===== src/rtl/rr_priority_arb_v_pkg.sv =====
// Shared definitions for the request arbiters: mode encodings, FSM states and
// the pointer wrap helper.
package rr_priority_arb_v_pkg;

  localparam int MODE_FIXED = 0;
  localparam int MODE_RR    = 1;

  typedef enum logic {
    ST_IDLE = 1'b0,
    ST_BUSY = 1'b1
  } arb_state_e;

  // Wraps at n rather than at a power of two, so non-power-of-2 widths rotate correctly.
  function automatic int wrap_inc(input int idx, input int n);
    return (idx >= n - 1) ? 0 : idx + 1;
  endfunction

endpackage


===== src/rtl/rr_priority_arb_v_priority_enc.sv =====
// LSB-first combinational priority encoder: the lowest set bit of i_code wins.
module priority_enc_n_v #(
  parameter int N     = 4,
  parameter int IDX_W = $clog2(N)
) (
  input  logic [N-1:0]     i_code,
  output logic [IDX_W-1:0] o_code,
  output logic             o_valid
);

  always_comb begin
    o_code  = '0;
    o_valid = 1'b0;
    for (int k = N - 1; k >= 0; k--) begin
      if (i_code[k]) begin
        o_code  = IDX_W'(k);
        o_valid = 1'b1;
      end
    end
  end

endmodule


===== src/rtl/rr_priority_arb_v.sv =====
// N-way request arbiter with a registered one-hot grant held until acknowledged;
// fixed-priority or round-robin selection chosen by MODE.
//
//   state   | meaning
//   --------+------------------------------------------------------------
//   ST_IDLE | no grant held; any request is granted at the next edge
//   ST_BUSY | grant held until i_ack; on ack re-arbitrate among the others
module rr_priority_arb_v
  import rr_priority_arb_v_pkg::*;
#(
  parameter int N_REQ = 4,
  parameter int MODE  = MODE_RR,
  parameter int IDX_W = $clog2(N_REQ)
) (
  input  logic             i_clk,
  input  logic             i_rst,
  input  logic [N_REQ-1:0] i_req,
  input  logic             i_ack,
  output logic [N_REQ-1:0] o_gnt,
  output logic [IDX_W-1:0] o_gnt_idx,
  output logic             o_valid
);

  arb_state_e       state, state_n;
  logic [IDX_W-1:0] ptr, ptr_n, ptr_adv, arb_ptr;
  logic [IDX_W-1:0] idx_q, idx_n, win_idx;
  logic [N_REQ-1:0] gnt_q, gnt_n, arb_req, win_onehot;
  logic             win_valid;

  // On release the pointer used for re-arbitration is already the advanced one.
  assign ptr_adv = (MODE == MODE_RR) ? IDX_W'(wrap_inc(int'(idx_q), N_REQ)) : '0;
  assign arb_ptr = (state == ST_BUSY && i_ack) ? ptr_adv : ptr;
  assign arb_req = (state == ST_BUSY) ? (i_req & ~gnt_q) : i_req;

  generate
    if (MODE == MODE_RR) begin : g_rr
      logic [N_REQ-1:0] mask_req;
      logic [IDX_W-1:0] m_idx, u_idx;
      logic             m_valid, u_valid;

      always_comb begin
        mask_req = '0;
        for (int k = 0; k < N_REQ; k++) begin
          mask_req[k] = arb_req[k] && (k >= int'(arb_ptr));
        end
      end

      priority_enc_n_v #(.N(N_REQ), .IDX_W(IDX_W)) u_enc_masked (
        .i_code  (mask_req),
        .o_code  (m_idx),
        .o_valid (m_valid)
      );

      priority_enc_n_v #(.N(N_REQ), .IDX_W(IDX_W)) u_enc_full (
        .i_code  (arb_req),
        .o_code  (u_idx),
        .o_valid (u_valid)
      );

      assign win_idx   = m_valid ? m_idx : u_idx;
      assign win_valid = u_valid;
    end else begin : g_fixed
      priority_enc_n_v #(.N(N_REQ), .IDX_W(IDX_W)) u_enc_full (
        .i_code  (arb_req),
        .o_code  (win_idx),
        .o_valid (win_valid)
      );
    end
  endgenerate

  assign win_onehot = {{(N_REQ-1){1'b0}}, 1'b1} << win_idx;

  always_ff @(posedge i_clk) begin
    if (i_rst) begin
      state <= ST_IDLE;
      ptr   <= '0;
      gnt_q <= '0;
      idx_q <= '0;
    end else begin
      state <= state_n;
      ptr   <= ptr_n;
      gnt_q <= gnt_n;
      idx_q <= idx_n;
    end
  end

  always_comb begin
    state_n = state;
    ptr_n   = ptr;
    gnt_n   = gnt_q;
    idx_n   = idx_q;
    case (state)
      ST_IDLE: begin
        if (win_valid) begin
          state_n = ST_BUSY;
          gnt_n   = win_onehot;
          idx_n   = win_idx;
        end else begin
          gnt_n = '0;
          idx_n = '0;
        end
      end
      ST_BUSY: begin
        if (i_ack) begin
          ptr_n = ptr_adv;
          if (win_valid) begin
            gnt_n = win_onehot;
            idx_n = win_idx;
          end else begin
            state_n = ST_IDLE;
            gnt_n   = '0;
            idx_n   = '0;
          end
        end
      end
      default: begin
        state_n = ST_IDLE;
        gnt_n   = '0;
        idx_n   = '0;
      end
    endcase
  end

  assign o_gnt     = gnt_q;
  assign o_gnt_idx = idx_q;
  assign o_valid   = (state == ST_BUSY);

endmodule

===== config.mk =====
export PLATFORM = sky130hd
export DESIGN_NAME = rr_priority_arb_v
export DESIGN_NICKNAME = d
export VERILOG_FILES = /design/src/rtl/rr_priority_arb_v_pkg.sv /design/src/rtl/rr_priority_arb_v_priority_enc.sv /design/src/rtl/rr_priority_arb_v.sv
export SDC_FILE = /design/constraint.sdc
export NUM_CORES = 1
export LEC_CHECK = 0
export CAP_MARGIN = 0
export CORE_MARGIN = 2
export CORE_UTILIZATION = 41
export DETAILED_ROUTE_END_ITERATION = 8
export PLACE_DENSITY = 0.71
export RECOVER_POWER = 50
export SLEW_MARGIN = 0
export SYNTH_ARGS = -nofsm -noshare
export SYNTH_HDL_FRONTEND = slang
export SYNTH_SLANG_ARGS = --single-unit

===== constraint.sdc =====
create_clock -name i_clk -period 1.7 [get_ports i_clk]
set_input_delay 0.425 -clock i_clk [delete_from_list [all_inputs] [get_ports i_clk]]
set_output_delay 0.425 -clock i_clk [all_outputs]
set_load 0.01 [all_outputs]

* Yosys cells after proc, flatten, opt, wreduce, memory -nomap -nowiden
Index checks and enable logic that the tools add are counted.
** Storage, ports and cells
- Flip-flop bits (word level) :: 9
- Input bits :: 7
- Output and inout bits :: 7
- Logic and storage cells :: 46
** Operators by class
- Add/subtract/negate cells :: 1
- Order comparisons :: 4
- Equality and inequality tests :: 1
- Shift-type cells :: 1
- Mux-type cells :: 27
- Bitwise gates (word level) :: 3
- Reduce and logical (&&, ||, !) cells :: 5
** Operators by type and width (number)
- $mux 2 :: 12
- $mux 4 :: 3
- $mux 1 :: 9
- $pmux 4 s2 :: 1
- $and 4x4->4 :: 1
- $ge 1x2->1 const A :: 2
- $logic_and 1x1->1 :: 4
- $not 4->4 :: 1
- $pmux 2 s2 :: 1
- $shl 1x2->4 const A :: 1
- $add 2x1->2 const B :: 1
- $ge 2x2->1 const A :: 1
- $ge 2x2->1 const B :: 1
- $ne 2x2->1 const B :: 1
- $pmux 1 s2 :: 1
- $reduce_and 2->1 :: 1
- $not 1->1 :: 1

* Depth between registers and ports, before layout
Gate-level depths: netlist of the first run.
- Word-level depth :: 13
- Depth in mapped cells :: 6
- Mapped depth without buffers :: 6

* Modules after synthesis
Synthesis of the first run repeated with hierarchy kept, for this count alone.
** Second synthesis, totals
- Cells, all modules :: 61
- Area total of the unflattened synthesis :: 495.5 µm²
** By module, submodules not included
- rr_priority_arb_v :: times used 1, cells an instance 47, area an instance 425.4 µm², sequential area each 180.2 µm²
- priority_enc_n_v :: times used 2, cells an instance 7, area an instance 35.0 µm², sequential area each 0.0 µm²

* Worst setup path after synthesis of the first run
No wires, ideal clock.
- Path kind :: reg2reg
- From :: reg idx_q[0], in the netlist o_gnt_idx[0]
- To :: reg gnt_q[3], in the netlist o_gnt[3]
- Setup time :: 0.117 ns
- Data arrival time :: 1.675 ns
- Data required time :: 1.583 ns
- Slack :: -0.092 ns
- Stages on the path, launching flop included :: 7
- Path buffers :: 0
- Clock period less this slack :: 1.792 ns
- Cell sequence :: dfxtp_1 ha_1 and4bb_1 nor2_1 o311a_1 o211a_1 a32o_1
** Between the ends
- Longest elaborated chain between the ends :: 13
- Elaborated cells on any way between the ends :: 21
- Classes of those cells :: 1 x add/sub; 4 x order compare; 1 x shift; 12 x mux; 3 x reduce/logical
** Ends and longest elaborated chain
- from (decl) :: RTL line rr_priority_arb_v.sv:26 : logic [IDX_W-1:0] idx_q, idx_n, win_idx;
- from (signal assigned) :: RTL line rr_priority_arb_v.sv:83 : idx_q <= idx_n;
- $add 2x1->2 / $ge 2x2->1 (equally long branches) :: RTL line rr_priority_arb_v_pkg.sv:15 : return (idx >= n - 1) ? 0 : idx + 1;
- $mux 2 * :: RTL line rr_priority_arb_v_pkg.sv:15
- $mux 2 * :: RTL line rr_priority_arb_v.sv:32 : assign arb_ptr = (state == ST_BUSY && i_ack) ? ptr_adv : ptr;
- $ge 2x2->1 :: RTL line rr_priority_arb_v.sv:44 : mask_req[k] = arb_req[k] && (k >= int'(arb_ptr));
- $logic_and 1x1->1 :: RTL line rr_priority_arb_v.sv:44
- $mux 2 / $mux 1 (equally long branches) (3 in series) :: RTL line rr_priority_arb_v_priority_enc.sv:15 : if (i_code[k]) begin
- $mux 2 * :: RTL line rr_priority_arb_v.sv:60 : assign win_idx = m_valid ? m_idx : u_idx;
- $shl 1x2->4 * :: RTL line rr_priority_arb_v.sv:71 : assign win_onehot = {{(N_REQ-1){1'b0}}, 1'b1} << win_idx;
- $mux 4 * :: RTL line rr_priority_arb_v.sv:94, rr_priority_arb_v.sv:106
- $mux 4 :: RTL line rr_priority_arb_v.sv:104 : if (i_ack) begin
- $pmux 4 s2 * :: RTL line rr_priority_arb_v.sv:92 : case (state)
- to (signal assigned) :: RTL line rr_priority_arb_v.sv:82 : gnt_q <= gnt_n;
- to (decl) :: RTL line rr_priority_arb_v.sv:27 : logic [N_REQ-1:0] gnt_q, gnt_n, arb_req, win_onehot;
Every way passes the cells marked *; elsewhere a longest branch is shown, timed or not. The select of a mux whose other input is x is not followed.
A chain may end at the register's enable or synchronous reset.

* Final worst setup path of the first run
- From :: reg idx_q[1], in the netlist o_gnt_idx[1]
- To :: reg gnt_q[1], in the netlist o_gnt[1]
Same word-level chain as after synthesis.

==> Flow_metrics.wiki, run 1 <==
{| class="wikitable"
! Metric !! Value
|-
| FP Rows || 13
|-
| Post-synthesis cell area || 539 um2
|-
| Horizontal die dimension || 40.3 um
|-
| Vias per cell || 5.97
|-
| Placer Congestion || 0.783
|-
| Fraction of the mapped netlist area in adder cells || 2.32%
|-
| Wire length of the first global-routing pass || 2590 um
|-
| Longest Clk Path Bufs || 2
|-
| Crit path max fanout || 2
|-
| Mux cell area share after synthesis || 2.55%
|-
| Sum of overflow across all layers after global routing || 0
|-
| Number of global-route vias before repair || 587
|-
| Worst path arrival time || 1.93 ns
|-
| Placed wire-length estimate after detailed placement || 1170 um
|-
| Worst min-delay path class || flip-flop to flip-flop
|-
| Final routed wire length divided by cell count || 18.7 um
|-
| Leakage power || 0.476 nW
|-
| Maximum number of pins on one net before global-route repair || 7
|-
| Distinct cells, synth || 27
|-
| Final setup slack of the worst path || -0.0696 ns
|-
| Power per standard cell area || 704 nW/um2
|-
| IO Port Bufs || 13
|-
| Final count of hold timing violations || 0
|-
| Cell area after layout || 1010 um2
|-
| Combinational family with the most area after synthesis || compound AO/OA/AOI/OAI gates
|-
| GR Layer Usage met2 || 48.4%
|-
| Proportion of layout cells with a drive suffix above 1 || 50.5%
|-
| Floorplan core area || 1270 um2
|-
| Number of top-level design ports || 14
|-
| H-tree depth || 1
|-
| Violated checks || negative setup slack
|-
| Final number of max-transition violations || 0
|-
| Setup violation total in the final timing report || 6
|-
| CTS sink cnt || 9
|-
| Via count || 693
|-
| M1 GR Usage || 26.4%
|-
| Worst Setup Path Type || flip-flop to flip-flop
|-
| Kind of launch point of the worst setup path || flip-flop
|-
| Clock edge transition at the registers on the reported setup and hold paths || 0.06 ns
|-
| Worst Path Required || 1.86 ns
|-
| Delay of the slowest cell on the worst path || 0.34 ns
|-
| Final worst-path cycle share || 104%
|-
| Cell breakdown of the critical path || ha_2 > and4bb_2 > buf_6 > o32ai_2 > nand2b_1 > and3_4 > a32o_1
|-
| Timing-limited maximum frequency || 565 MHz
|-
| Synth Area in Compound Gates || 34.3%
|-
| Area share of and/or/nand/nor cells after synthesis || 24.6%
|-
| Final core utilization || 79.5%
|-
| Number of buffers inserted during clock tree synthesis || 3
|-
| Worst slew slack as a fraction of its limit || 81.3%
|-
| Cell with the largest stage delay on the worst path || dfxtp_2
|-
| Source-to-sink clock delay at the later pin of the worst-skew pair || 0.27 ns
|-
| TritonCTS clock tree || done
|-
| Grt peak-use layer || met2
|-
| Hold buffer count at CTS || 0
|-
| Antenna violations before repair || 0
|-
| Number of nets with antenna violations after detailed routing || 0
|-
| Minimum clock period after layout || 1.77 ns
|-
| Area grow syn2layout || 87.0%
|-
| Number of nets in the layout || 110
|-
| Synth Register Bits || 9
|-
| Transition time at the pin with the least slew margin || 0.280 ns
|-
| Synth Area per Inst || 8.99 um2
|-
| Number of antenna cells inserted || 0
|-
| Starting Density || 42.5%
|-
| Result of the run || complete, but fails checks
|-
| Met3 global-route usage || 6.67%
|-
| Placed inst area || 798 um2
|-
| Count of mapped cells out of synthesis || 60
|-
| Number of DRC markers after the initial detailed-route iteration || 22
|-
| Ys Warns || 0
|-
| Syn_nets || 68
|-
| Count of TritonRoute iterations in the first routing pass || 4
|-
| Worst-case vdd ir drop || 0.000511 V
|-
| Worst Skew || 0.00252 ns
|-
| Die ar. || 1620 um2
|-
| Final Routed Wirelength || 2170 um
|-
| Maxcap violations || 0
|-
| Power, Total || 710 uW
|-
| Hold slack final || 0.526 ns
|-
| Overall global routing resource usage || 26.3%
|-
| Element type at the critical path end || flip-flop
|-
| Die H || 40.3 um
|-
| RSZ-0062 raised after global routing || yes
|-
| Area share of xor/xnor cells in the synthesized design || 0%
|-
| Root Driver || clkbuf_4
|-
| Part of the Yosys area used for sequential elements || 33.4%
|-
| Post-detailed-route DRC marker count || 0
|}
-- per-layer routing --
metal | up-vias | routed length (um)
met5 | - | 0
met4 | 0 | 79
met3 | 9 | 109
met2 | 27 | 1120
li1 | 313 | -
met1 | 344 | 867
-- registers in the layout, indices dropped and copies added (netlist names) --
| name | cells |
|---|---|
| ptr | 2 |
| o_valid | 1 |
| o_gnt_idx | 2 |
| o_gnt | 4 |
-- report_power, final --
| part | total [mW] | switching [mW] | internal (mW) |
|---|---|---|---|
| Clock | 0.169 | 0.0784 | 0.0907 |
| Sequential | 0.251 | 0.0202 | 0.231 |
| Combinational | 0.290 | 0.128 | 0.162 |
-- placed cells by master (no fill, tap or decap), types with 2 or more instances in the layout --
cell type	n
buf_4	24
clkdlybuf4s50_1	6
nand2b_1	5
nor2_1	5
dfxtp_1	5
a21oi_1	4
a32o_1	4
dlymetal6s2s_1	4
dfxtp_2	4
a21boi_4	3
nand2_1	3
clkbuf_4	3
dlygate4sd2_1	3
nand2_2	2
a21bo_4	2
nor3_2	2
o2111ai_1	2
-- kinds of logic (layout without fill, tap and decap cells) --
| group | after synthesis | after routing |
|---|---|---|
| buf+inv | 2 | 43 |
| fa+ha+maj | 1 | 1 |
| simple gates | 25 | 25 |
| compound gates | 22 | 22 |
| flops | 9 | 9 |
| mux | 1 | 1 |
-- cell type report --
type                    count  area, um2
fillers                    71        260
flip-flops and latches      9        185
clock buffers               4       26.3
well taps                  15       18.8
multi-input cells          49        447
repair buffers             38        328
inverters                   1       3.75
-- critical path, delay by kind of cell (launching register included) --
kind	cells	cell delay [ns]
compound gates	2	0.44
flops	1	0.34
simple gates	3	0.58
fa+ha+maj	1	0.16
buf+inv	1	0.13
-- synthesized netlist by cell type --
cell type | instances | area share [%]
and2b_1 | 1 | 1.4
nor2b_1 | 2 | 2.3
nand2b_1 | 5 | 5.8
a32o_1 | 4 | 7.4
o211ai_1 | 1 | 1.4
buf_6 | 1 | 2.1
nor3_1 | 2 | 1.9
o2111ai_1 | 2 | 3.2
o32ai_1 | 1 | 1.6
nand2_1 | 5 | 3.5
a21boi_1 | 1 | 1.4
a21o_1 | 1 | 1.4
inv_1 | 1 | 0.70
a21boi_2 | 2 | 4.2
a21bo_2 | 2 | 3.7
mux2i_2 | 1 | 2.6
and3_1 | 1 | 1.2
a2bb2oi_1 | 1 | 1.6
o211a_1 | 1 | 1.9
nand3_1 | 1 | 0.93
o311a_1 | 1 | 1.9
nand4_1 | 1 | 1.2
dfxtp_1 | 9 | 33
ha_1 | 1 | 2.3
a21oi_1 | 5 | 4.6
and4bb_1 | 1 | 2.3
nor2_1 | 6 | 4.2
-- timing repair --
item,in CTS,in global routing
pin swaps,7,6
endpoints found under the setup margin,5,9
buffers inserted,5,4
resized for setup,19,13
-- worst paths after layout --
kind | start | endpoint | slack, ns | cells after the start
setup / recovery | o_gnt_idx[1] | o_gnt[1] | -0.07 | 7
hold reg to reg | o_gnt[1] | o_gnt[1] | 0.53 | 1
hold / removal | o_gnt[1] | o_gnt[1] | 0.53 | 1
setup reg to reg | o_gnt_idx[1] | o_gnt[1] | -0.07 | 7
-- metrics by stage --
stage	instances	TNS (ns)	worst slack [ns]
floorplan	60	0	0.00709
global placement	103	-2.24	-0.451
detailed placement	103	-2.55	-0.507
CTS	112	-0.237	-0.0887
global route	116	-0.434	-0.115
finish	116	-0.251	-0.0696
Power figures use the tool's default switching activity.
==> run 2: changes to the inputs <==
--- a/config.mk
+++ b/config.mk
@@ -9,6 +9,7 @@
 export CORE_MARGIN = 2
 export CORE_UTILIZATION = 41
 export DETAILED_ROUTE_END_ITERATION = 8
+export HOLD_SLACK_MARGIN = 0.15
 export PLACE_DENSITY = 0.71
 export RECOVER_POWER = 50
 export SLEW_MARGIN = 0
==> constraint.sdc (replaced) <==
create_clock -name i_clk -period 1.7 [get_ports i_clk]
set_input_delay 0.425 -clock i_clk [delete_from_list [all_inputs] [get_ports i_clk]]
set_output_delay 0.425 -clock i_clk [all_outputs]
set_load 0.05 [all_outputs]
==> run 2 against run 1 <==
Critical path depth decreased by 1; power increased by 7.1%; sequential cell count unchanged; clock skew about the same; sequential power about the same; cell count increased by 0.86%; design area increased by 3.2%; register-to-register slack about the same; sequential share of layout area about the same; the flow still finishes with violations (negative setup slack); worst setup slack improved by 0.010 ns.
==> Flow_metrics.wiki, run 2 (synthesized netlist as in run 1, its figures left out) <==
{| class="wikitable"
! Metric !! Value
|-
| Starting Density || 42.5% (unchanged)
|-
| Worst Skew || 0.00285 ns (was 0.00252 ns)
|-
| Final worst-path cycle share || 103% (was 104%)
|-
| Maximum number of pins on one net before global-route repair || 13 (was 7)
|-
| Maxcap violations || 0 (unchanged)
|-
| Number of nets with antenna violations after detailed routing || 0 (unchanged)
|-
| Number of DRC markers after the initial detailed-route iteration || 9 (was 22)
|-
| Vias per cell || 5.56 (was 5.97)
|-
| RSZ-0062 raised after global routing || yes (unchanged)
|-
| Endpoint of the lowest-slack register-to-register path || o_gnt[3] (was o_gnt[1])
|-
| Number of buffers inserted during clock tree synthesis || 3 (unchanged)
|-
| IO Port Bufs || 13 (unchanged)
|-
| Final Routed Wirelength || 1730 um (was 2170 um)
|-
| Crit path buf inv count || 0 (was 1)
|-
| CTS sink cnt || 9 (unchanged)
|-
| Element type at the critical path end || flip-flop (unchanged)
|-
| Setup violation total in the final timing report || 3 (was 6)
|-
| Floorplan core area || 1270 um2 (unchanged)
|-
| Power per standard cell area || 731 nW/um2 (was 704 nW/um2)
|-
| Transition time at the pin with the least slew margin || 0.507 ns (was 0.280 ns)
|-
| Placer Congestion || 0.809 (was 0.783)
|-
| Antenna violations before repair || 0 (unchanged)
|-
| Violated checks || negative setup slack (unchanged)
|-
| Multi-input gate area || 440 um2 (was 447 um2)
|-
| Wire length of the first global-routing pass || 2400 um (was 2590 um)
|-
| Kind of launch point of the worst setup path || flip-flop (unchanged)
|-
| Cell breakdown of the critical path || ha_4 > and4bb_2 > nor2_2 > o311a_1 > o211a_1 > a32o_1 (was ha_2 > and4bb_2 > buf_6 > o32ai_2 > nand2b_1 > and3_4 > a32o_1)
|-
| Fill cell instance count of the final layout || 83 (was 71)
|-
| Flip-flop count of the largest register after layout || 4 (unchanged)
|-
| Cells on worst reg2reg path || 6 (was 7)
|-
| Setup TNS || -0.134 ns (was -0.251 ns)
|-
| Worst-case vdd ir drop || 0.000561 V (was 0.000511 V)
|-
| Cell type group with the largest total delay on the critical path || compound AO/OA/AOI/OAI gates (was simple AND/OR/NAND/NOR gates)
|-
| Number of nets in the layout || 111 (was 110)
|-
| Worst Path Required || 1.86 ns (about the same)
|-
| Commonest cells after routing, fill and taps aside || buf_4 (28), dfxtp_1 (6), nand2b_1 (5), nor2_1 (5) (was buf_4 (24), clkdlybuf4s50_1 (6), nand2b_1 (5), nor2_1 (5), dfxtp_1 (5))
|-
| Proportion of layout cells with a drive suffix above 1 || 55.9% (was 50.5%)
|-
| Critical register-to-register path startpoint || o_gnt_idx[0] (was o_gnt_idx[1])
|-
| H-tree depth || 1 (unchanged)
|-
| Longest Clk Path Bufs || 2 (unchanged)
|-
| Timing-limited maximum frequency || 568 MHz (was 565 MHz)
|-
| Delay of the slowest cell on the worst path || 0.36 ns (was 0.34 ns)
|-
| Reg area || 191 um2 (was 185 um2)
|-
| Number of global-route vias before repair || 532 (was 587)
|-
| Worst hold endpoint || o_gnt_idx[0] (was o_gnt[1])
|-
| Number of antenna cells inserted || 0 (unchanged)
|-
| FP Rows || 13 (unchanged)
|-
| Most common cell after layout, fill and taps aside || buf_4 (unchanged)
|-
| Area grow syn2layout || 93.0% (was 87.0%)
|-
| Final setup slack of the worst path || -0.0593 ns (was -0.0696 ns)
|-
| Number of top-level design ports || 14 (unchanged)
|-
| Worst path arrival time || 1.92 ns (was 1.93 ns)
|-
| Crit path max fanout || 4 (was 2)
|-
| Worst setup slack for register-to-register paths || -0.06 ns (was -0.07 ns)
|-
| Die H || 40.3 um (unchanged)
|-
| Placed wire-length estimate after detailed placement || 1200 um (was 1170 um)
|-
| Final number of max-transition violations || 0 (unchanged)
|-
| Cell with the largest stage delay on the worst path || dfxtp_4 (was dfxtp_2)
|-
| Horizontal die dimension || 40.3 um (unchanged)
|-
| Final routed wire length divided by cell count || 14.8 um (was 18.7 um)
|-
| Leakage power || 0.470 nW (was 0.476 nW)
|-
| Overall global routing resource usage || 23.4% (was 26.3%)
|-
| Count of TritonRoute iterations in the first routing pass || 4 (unchanged)
|-
| Hold Path Origin || o_gnt_idx[0] (was o_gnt[1])
|-
| Post-detailed-route DRC marker count || 0 (unchanged)
|-
| Via count || 650 (was 693)
|-
| Result of the run || complete, but fails checks (unchanged)
|-
| Hold buffer count at CTS || 0 (unchanged)
|-
| Final count of hold timing violations || 0 (unchanged)
|-
| Clock edge transition at the registers on the reported setup and hold paths || 0.06 ns (about the same)
|-
| Worst slew slack as a fraction of its limit || 66.1% (was 81.3%)
|-
| Pre-CTS setup slack || -0.481 ns (was -0.507 ns)
|-
| Worst min-delay path class || flip-flop to flip-flop (unchanged)
|-
| Source-to-sink clock delay at the later pin of the worst-skew pair || 0.26 ns (was 0.27 ns)
|-
| Root Driver || clkbuf_4 (unchanged)
|-
| Die ar. || 1620 um2 (unchanged)
|-
| Hold path depth || 2 (was 1)
|-
| Power, Total || 761 uW (was 710 uW)
|-
| Sum of overflow across all layers after global routing || 0 (unchanged)
|-
| Minimum clock period after layout || 1.76 ns (was 1.77 ns)
|-
| TritonCTS clock tree || done (unchanged)
|-
| Worst Setup Path Type || flip-flop to flip-flop (unchanged)
|}
[run 2: cell count changes in the layout (fill, tap and decap cells not counted), sizes merged]
cell           delta
dlymetal6s2s      -2
dlygate4sd2       +1
clkdlybuf4s50     -5
buf               +7
[run 2: power breakdown]
part	leakage, nW	switching, mW	internal [mW]
logic	0.379	0.162	0.176
clock network	0.0150	0.0804	0.0908
registers	0.0757	0.0225	0.229
[run 2: repair_timing]
| item | 4_1_cts | 5_1_grt |
|---|---|---|
| pin swaps | 9 | 3 |
| hold endpoints to repair | 0 | 0 |
| setup endpoints to repair | 6 | 6 |
| resized for setup | 16 | 5 |
| buffers inserted | 4 | 5 |
[run 2: worst max path at each step]
stage,start,end,depth (start not counted)
6_report,o_gnt_idx[0],o_gnt[3],6
5_1_grt,o_gnt_idx[0],o_gnt[3],6
3_5_place_dp,i_ack,o_gnt[3],7
4_1_cts,o_gnt_idx[0],o_gnt[3],6
2_1_floorplan,o_gnt_idx[1],o_gnt[2],6
3_3_place_gp,i_ack,o_gnt[3],7
[run 2: layout make-up]
cell class,count,area share (%)
inverters,1,0.361
clock buffers,4,2.52
repair buffers,39,34.6
multi-input cells,49,42.3
well taps,15,1.80
flip-flops and latches,9,18.4
[run 2: worst reg2reg max path, stage by stage (launching register included)]
cell,delay (ns)
dfxtp_4,0.36
ha_4,0.15
and4bb_2,0.31
nor2_2,0.05
o311a_1,0.33
o211a_1,0.23
a32o_1,0.22
[run 2: layer usage]
metal	global-route usage, %	up-vias	routed length [um]
met5	0	-	0
met4	10.0	0	14
met3	5.00	3	49
met2	36.3	15	850
met1	31.1	318	816
li1	-	314	-
[run 2: per-stage QoR]
step | hold WS (ns) | utilization [%] | cell area [um2] | std cells
2_1_floorplan | 0.484 | - | 566 | 60
3_3_place_gp | 0.492 | 69.0 | 876 | 104
3_5_place_dp | 0.497 | 69.0 | 876 | 104
4_1_cts | 0.508 | 77.2 | 980 | 112
5_1_grt | 0.517 | 82.1 | 1040 | 117
6_report | 0.505 | 82.1 | 1040 | 117
==> run 3: changes to the inputs <==
--- a/config.mk
+++ b/config.mk
@@ -10,6 +10,7 @@
 export CORE_UTILIZATION = 41
 export DETAILED_ROUTE_END_ITERATION = 8
 export HOLD_SLACK_MARGIN = 0.15
+export MAX_ROUTING_LAYER = met4
 export PLACE_DENSITY = 0.71
 export RECOVER_POWER = 50
 export SLEW_MARGIN = 0
==> results of run 3 <==
The final DEF is identical to that of run 2; final timing and power are the same.
Among the figures that moved: final weighted congestion in routability-driven placement 0.809 -> 0.821; overall routing resource usage 23.4% -> 24.1%
